**src/rtl/mul_share_arbiter.sv**
```systemverilog
// mul_share_arbiter: round-robin sharing of one external 4x4
// multiplier between two requesters, with a fixed settle time.
module mul_share_arbiter #(
    parameter int WAIT_CYCLES = 2
) (
    input  logic       clk,
    input  logic       rst,
    input  logic       req0,
    input  logic [3:0] a0,
    input  logic [3:0] b0,
    input  logic       req1,
    input  logic [3:0] a1,
    input  logic [3:0] b1,
    output logic       gnt0,
    output logic       gnt1,
    output logic       done0,
    output logic       done1,
    output logic [7:0] p_out,
    output logic       busy,
    output logic [3:0] mul_a,
    output logic [3:0] mul_b,
    input  logic [7:0] mul_p
);

    localparam int CW = 4;
    localparam logic [CW-1:0] CNT_LOAD = CW'(WAIT_CYCLES - 1);

    typedef enum logic {
        IDLE,
        CALC
    } state_t;

    state_t        state_q, state_d;
    logic [CW-1:0] cnt_q, cnt_d;
    logic          owner_q, owner_d;
    logic          last_q, last_d;
    logic          gnt0_q, gnt0_d;
    logic          gnt1_q, gnt1_d;
    logic          done0_q, done0_d;
    logic          done1_q, done1_d;
    logic [7:0]    p_q, p_d;
    logic [3:0]    ma_q, ma_d;
    logic [3:0]    mb_q, mb_d;
    logic          any_req;
    logic          pick1;

    // Sole requester wins; on a tie the one not served last wins
    always_comb begin
        any_req = req0 | req1;
        pick1   = req1 & (~req0 | ~last_q);
    end

    // Next state and next values of every registered output
    always_comb begin
        state_d = state_q;
        cnt_d   = cnt_q;
        owner_d = owner_q;
        last_d  = last_q;
        gnt0_d  = 1'b0;
        gnt1_d  = 1'b0;
        done0_d = 1'b0;
        done1_d = 1'b0;
        p_d     = p_q;
        ma_d    = ma_q;
        mb_d    = mb_q;
        unique case (state_q)
            IDLE: begin
                if (any_req) begin
                    owner_d = pick1;
                    last_d  = pick1;
                    gnt0_d  = ~pick1;
                    gnt1_d  = pick1;
                    ma_d    = pick1 ? a1 : a0;
                    mb_d    = pick1 ? b1 : b0;
                    cnt_d   = CNT_LOAD;
                    state_d = CALC;
                end
            end
            CALC: begin
                if (cnt_q != '0) begin
                    cnt_d = cnt_q - 1'b1;
                end else begin
                    p_d     = mul_p;
                    done0_d = ~owner_q;
                    done1_d = owner_q;
                    state_d = IDLE;
                end
            end
            default: state_d = IDLE;
        endcase
    end

    // State and output registers; reset aborts any operation
    always_ff @(posedge clk or posedge rst) begin
        if (rst) begin
            state_q <= IDLE;
            cnt_q   <= '0;
            owner_q <= 1'b0;
            last_q  <= 1'b1;
            gnt0_q  <= 1'b0;
            gnt1_q  <= 1'b0;
            done0_q <= 1'b0;
            done1_q <= 1'b0;
            p_q     <= '0;
            ma_q    <= '0;
            mb_q    <= '0;
        end else begin
            state_q <= state_d;
            cnt_q   <= cnt_d;
            owner_q <= owner_d;
            last_q  <= last_d;
            gnt0_q  <= gnt0_d;
            gnt1_q  <= gnt1_d;
            done0_q <= done0_d;
            done1_q <= done1_d;
            p_q     <= p_d;
            ma_q    <= ma_d;
            mb_q    <= mb_d;
        end
    end

    assign gnt0  = gnt0_q;
    assign gnt1  = gnt1_q;
    assign done0 = done0_q;
    assign done1 = done1_q;
    assign p_out = p_q;
    assign mul_a = ma_q;
    assign mul_b = mb_q;
    assign busy  = (state_q != IDLE);

endmodule

```
**config.mk**
```make
export PLATFORM = sky130hd
export DESIGN_NAME = mul_share_arbiter
export DESIGN_NICKNAME = d
export VERILOG_FILES = /design/src/rtl/mul_share_arbiter.sv
export SDC_FILE = /design/constraint.sdc
export NUM_CORES = 1
export LEC_CHECK = 0
export ABC_AREA = 1
export CAP_MARGIN = 10
export CORE_MARGIN = 2
export CORE_UTILIZATION = 40
export DETAILED_ROUTE_END_ITERATION = 10
export MAX_ROUTING_LAYER = met4
export PLACE_DENSITY = 0.75
export SYNTH_ARGS = -nofsm -noshare
export SYNTH_HDL_FRONTEND = slang
export SYNTH_SLANG_ARGS = --single-unit
```
**constraint.sdc**
```tcl
create_clock -name clk -period 2.7 [get_ports clk]
set_clock_uncertainty 0.2 [all_clocks]
set_input_delay 0.405 -clock clk [delete_from_list [all_inputs] [get_ports clk]]
set_output_delay 0.405 -clock clk [all_outputs]
set_load 0.01 [all_outputs]
```
* Yosys cells after proc, flatten, opt, wreduce, memory -nomap -nowiden
Index checks and enable logic that the tools add are counted.
W data, S select, Z words.
** Word-level totals
- Flip-flop bits (word level) :: 27
- Bits in latches :: 0
- RAM bits :: 0
- Bits in read-only memories :: 0
- Word-level logic and storage cells :: 43
- Memories kept :: 0
** Operators by class
- Add/sub/neg operators :: 1
- Multiply operators :: 0
- Div/mod/pow operators :: 0
- $lt $le $gt $ge :: 0
- Equality and inequality tests :: 2
- Shift operators :: 0
- Mux-type cells :: 16
- Bitwise gates (word level) :: 9
- Reductions and logical operators :: 4
** Operators with widths (count)
- $mux W4 :: 4
- $mux W1 :: 10
- $pmux W4 S2 :: 1
- $not A1 Y1 :: 6
- $reduce_and A2 Y1 :: 3
- $reduce_bool A4 Y1 :: 1
- $sub A4 B1 Y4 const B :: 1
- $ne A2 B1 Y1 const B :: 1
- $ne A2 B2 Y1 const B :: 1
- $or A1 B1 Y1 :: 2
- $pmux W1 S2 :: 1
- $and A1 B1 Y1 :: 1

* Depth between registers and ports, before layout
- Depth after elaboration :: 6
- Gate-level depth with buffers :: 7
- Depth with buffers taken out :: 7

* Worst setup path before layout
No wires, ideal clock.
- Path type :: register to register
- Start point :: register cnt_q[0]
- End point :: register p_q[0], in the netlist p_out[0]
- Library setup time :: 0.117 ns
- Data arrival time :: 1.010 ns
- Required time :: 2.383 ns
- Setup slack :: 1.374 ns
- Cell stages (with the launch flop) :: 7
- Path buffers :: 1
- Cell sequence :: dfrtp_1 inv_1 ha_1 nand3_1 buf_2 nand2_1 nand2_1
** Between the ends
- Cells in the longest elaborated chain, start to end :: 3
** Ends and longest elaborated chain
- start, declared :: RTL line 34 : logic [CW-1:0] cnt_q, cnt_d;
- start signal, assigned :: RTL line 109 : cnt_q <= cnt_d;
- $reduce_bool A4 Y1 :: RTL line 80 : if (cnt_q != '0) begin
- $not A1 Y1 (no line)
- $reduce_and A2 Y1 (no line)
- end signal, assigned :: RTL line 116 : p_q <= p_d;
- end, declared :: RTL line 41 : logic [7:0] p_q, p_d;
Every way passes these cells.
A chain may end at the register's enable or synchronous reset.

* Worst setup path in the final report
- Start point :: register state_q, in the netlist busy
- End point :: output busy
** RTL lines
- start, declared :: RTL line 33 : state_t state_q, state_d;
- start signal, assigned :: RTL line 108 : state_q <= state_d;
- end, declared :: RTL line 19 : output logic busy,
No word-level cell between the ends.

==> summary.md <==
| Metric | Value |
|---|---|
| Outcome | `complete, no violations` |
| Number of distinct library cells after synthesis | `17` |
| Category of the worst setup path capture point | `primary output` |
| Synth warnings | `0` |
| Achievable frequency | `490 MHz` |
| Vias in the first global route | `between 1000 and 1500` |
| Post-synthesis mux area share | `0%` |
| Post-synth net total | `approximately 180` |
| First-pass iteration count of the detailed router | `4` |
| Worst-path fanout max | `7` |
| Clock transition time at the flip-flop clock pins of the worst setup and hold paths | `around 0.15 ns` |
| First-pass GRT wire length | `4550 um` |
| Post-Synth Adder-Cell Area | `1.03%` |
| Post-Layout Cell Count | `229` |
| Buffering stage count on the worst path with inverters included | `1` |
| Category of the most critical setup path | `flop to primary output` |
| Final wirelength | `2630 um` |
| Worst Path Arrival | `1.44 ns` |
| Post-synthesis register bit count | `27` |
| RD Place Congestion | `0.771` |
| Slew of the pin with the lowest slew margin | `just over 0.6 ns` |
| Number of vias in the routed layout | `1073` |
| Chip Width | `about 59 um` |
| Number of placed instances, taps included | `225` |
| Top-Level Pins | `49` |
| Number of gates given a new drive strength after cts | `0` |
| Hold crit path type | `flop to flop` |
| Combinational family with the most area after synthesis | `simple AND/OR/NAND/NOR gates` |
| Reg-to-reg slack, setup | `0.91 ns` |
| Area occupied by registers | `~680 um2` |
| Power per Cell Area | `between 1000 and 1500 nW/um2` |
| Sequential-to-total area share from yosys stat | `55.9%` |
| Area used by multi-input combinational logic | `454 um2` |
| Number of antenna violations at the first check in global routing | `0` |
| Number of diodes | `0` |
| Vertical die dimension | `59.0 um` |
| Reg2reg start | `cnt_q[0]$_DFFE_PP0P_` |
| Cell with the biggest individual delay on the critical path | `sky130_fd_sc_hd__clkdlybuf4s50_1` |
| Total routing usage reported by global routing | `17.6%` |
| Hold Path Depth | `1` |
| Final count of hold timing violations | `0` |
| Drc violations | `0` |
| Clock insertion delay at the later pin of the skew report | `0.32 ns` |
| Time the final worst path needs with I/O delays and setup | `2.04 ns` |
| Leak | `~0.9 nW` |
| CTS tree | `built` |
| Crit path largest cell delay | `0.60 ns` |
| Launch instance of the worst min-delay path | `owner_q$_DFFE_PP0P_` |
| Cell chosen for the clock root | `sky130_fd_sc_hd__clkbuf_4` |
| Synth Area in XOR/XNOR | `0.723%` |
| Area inside the core boundary | `2810 um2` |
| Startpoint type of the worst setup path | `flop` |
| Largest net degree at the start of global routing | `17` |
| Cell count after synthesis | `147` |
| Required @ worst endpoint | `2.10 ns` |
| Fraction of final layout cells with drive strength greater than 1 | `7.07%` |
| Number of failing setup endpoints in the final timing report | `0` |
| Worst-case headroom to the max-slew limit | `59.7%` |
| Layout Utilization | `62.3%` |
| Number of routed nets with antenna violations | `0` |
| Compound-Gate Fraction of Synth Area | `1.55%` |
| Floorplan row count | `19` |
| Per-cell routed wire length | `between 10 and 15 um` |
| Effective utilization at floorplan | `43.2%` |
| Floorplan die area | `3480 um2` |
| Global-route congestion overflow total | `0` |
| Worst-case hold slack | `0.232 ns` |
| Mapped cell area | `1210 um2` |
| Simple-gate area share of the yosys netlist | `34.2%` |
| CTS max path bufs | `2` |
| WHS Endpoint | `done0$_DFF_PP0_` |
| Setup TNS after final layout | `0 ns` |
| Cts hold-fix bufs | `0` |
| Cells along the critical path | `clkdlybuf4s50_1` |
| Number of levels the H-tree was split into | `1` |
| Path depth of the worst reg2reg path | `6` |
| Number of port buffers | `48` |
| Final Max Tran Viols | `0` |
| Number of filler cells placed in the layout | `246` |
| Top Family by Delay on Critical Path | `buffers and inverters` |
| RSZ-0062 raised after global routing | `no` |
| Clk sink count | `27` |
| RR Endpoint | `p_out[5]$_DFFE_PP0P_` |
| Post-CTS Setup Bufs | `0` |
| Final worst-path cycle share | `75.6%` |
| Average vias per placed instance | `4.69` |
| Net count, final | `228` |
| Violation count after the first detailed-route iteration | `35` |
| Max-Cap Viols | `0` |
| Area grow syn2layout | `44.3%` |
| Highest ir drop seen on vdd | `0.450 mV` |
| TritonCTS Buffers | `3` |
| Mean Syn Cell Area | `around 8.2 um2` |
| Detailed Place HPWL | `2100 um` |
[where the power goes]
| group | internal (W) | switching [W] | total (W) |
|---|---|---|---|
| Combinational | 0.000433 | 0.000432 | 0.000865 |
| Sequential | 0.000595 | 0.000123 | 0.000718 |
| Clock | 0.0000564 | 0.000116 | 0.000172 |
| Total | 0.00108 | 0.000671 | 0.00176 |
[area by class of cell]
class / instances / area share, %
clock buffer: 3 / 1.29
inverter: 14 / 3.01
multi-input combinational: 103 / 26.0
tap: 31 / 2.22
clock inverter: 1 / 0.429
timing repair buffer: 50 / 28.3
sequential: 27 / 38.7
[synthesized netlist by cell type]
cell type                   n  area, um2
sky130_fd_sc_hd__o21ai_2    1       8.76
sky130_fd_sc_hd__inv_2      1       3.75
sky130_fd_sc_hd__nand2_2    2       12.5
sky130_fd_sc_hd__ha_1       1       12.5
sky130_fd_sc_hd__nor2_2     3       18.8
sky130_fd_sc_hd__nor2_1     4       15.0
sky130_fd_sc_hd__buf_2      1       5.00
sky130_fd_sc_hd__xor2_1     1       8.76
sky130_fd_sc_hd__inv_1     13       48.8
sky130_fd_sc_hd__nand3_1   15       75.1
sky130_fd_sc_hd__nand3b_1   4       30.0
sky130_fd_sc_hd__buf_6      2       22.5
sky130_fd_sc_hd__a21oi_1    1       5.00
sky130_fd_sc_hd__dfstp_2    1       26.3
sky130_fd_sc_hd__dfrtp_1   26        651
sky130_fd_sc_hd__o21ai_0    1       5.00
sky130_fd_sc_hd__nand2_1   70        263
[layout by cell type (no fill, tap or decap)]
cell                              count
sky130_fd_sc_hd__a21oi_1              1
sky130_fd_sc_hd__buf_4                2
sky130_fd_sc_hd__clkbuf_4             3
sky130_fd_sc_hd__clkdlybuf4s50_1     48
sky130_fd_sc_hd__clkinvlp_4           1
sky130_fd_sc_hd__dfrtp_1             26
sky130_fd_sc_hd__dfstp_2              1
sky130_fd_sc_hd__ha_1                 1
sky130_fd_sc_hd__inv_1               13
sky130_fd_sc_hd__inv_2                1
sky130_fd_sc_hd__nand2_1             70
sky130_fd_sc_hd__nand2_2              2
sky130_fd_sc_hd__nand3_1             15
sky130_fd_sc_hd__nand3b_1             4
sky130_fd_sc_hd__nor2_1               4
sky130_fd_sc_hd__nor2_2               3
sky130_fd_sc_hd__o21ai_0              1
sky130_fd_sc_hd__o21ai_2              1
sky130_fd_sc_hd__xor2_1               1
[stage by stage]
stage                     setup slack, ns  cell area, um2  total power [W]
after detailed placement            0.636            1720          0.00160
after floorplan                      1.37            1210          0.00118
after global placement              0.700            1720          0.00157
after CTS                           0.628            1750          0.00178
final                               0.658            1750          0.00176
after global routing                0.590            1750          0.00192
[layer usage]
layer | track usage, % | wire, um | share of wire, % | up-vias
met2 | 30.2 | 1180 | 45 | 46
met4 | 3.90 | 15 | 0.57 | 0
met1 | 22.0 | 1230 | 47 | 471
li1 | - | - | - | 554
met3 | 3.06 | 210 | 8.0 | 2
met5 | - | 0 | 0 | -
[worst max path at each step]
stage / cells after the start / slack (ns) / from / end
after floorplan: 6 / 1.37 / cnt_q[0]$_DFFE_PP0P_ / p_out[0]$_DFFE_PP0P_
after global placement: 5 / 0.70 / req1 / cnt_q[0]$_DFFE_PP0P_
after detailed placement: 5 / 0.64 / req1 / cnt_q[2]$_DFFE_PP0P_
after CTS: 1 / 0.63 / busy$_DFF_PP0_ / busy
after global routing: 1 / 0.59 / busy$_DFF_PP0_ / busy
final: 1 / 0.66 / busy$_DFF_PP0_ / busy
[sequential cells by signal, summed over array words and instances (netlist names)]
register	cells
p_out	8
cnt_q	4
mul_a	4
mul_b	4
busy	1
done0	1
done1	1
gnt0	1
gnt1	1
last_q	1
owner_q	1
[kinds of logic (layout without fill, tap and decap cells)]
family	count (synthesis)	count (layout)
flip-flops	27	27
XOR/XNOR	1	1
buffers and inverters	17	68
adder cells (fa/ha/maj)	1	1
AND/OR/NAND/NOR	98	98
AO/OA/AOI/OAI	3	3
(Power assumes the default switching activity.)
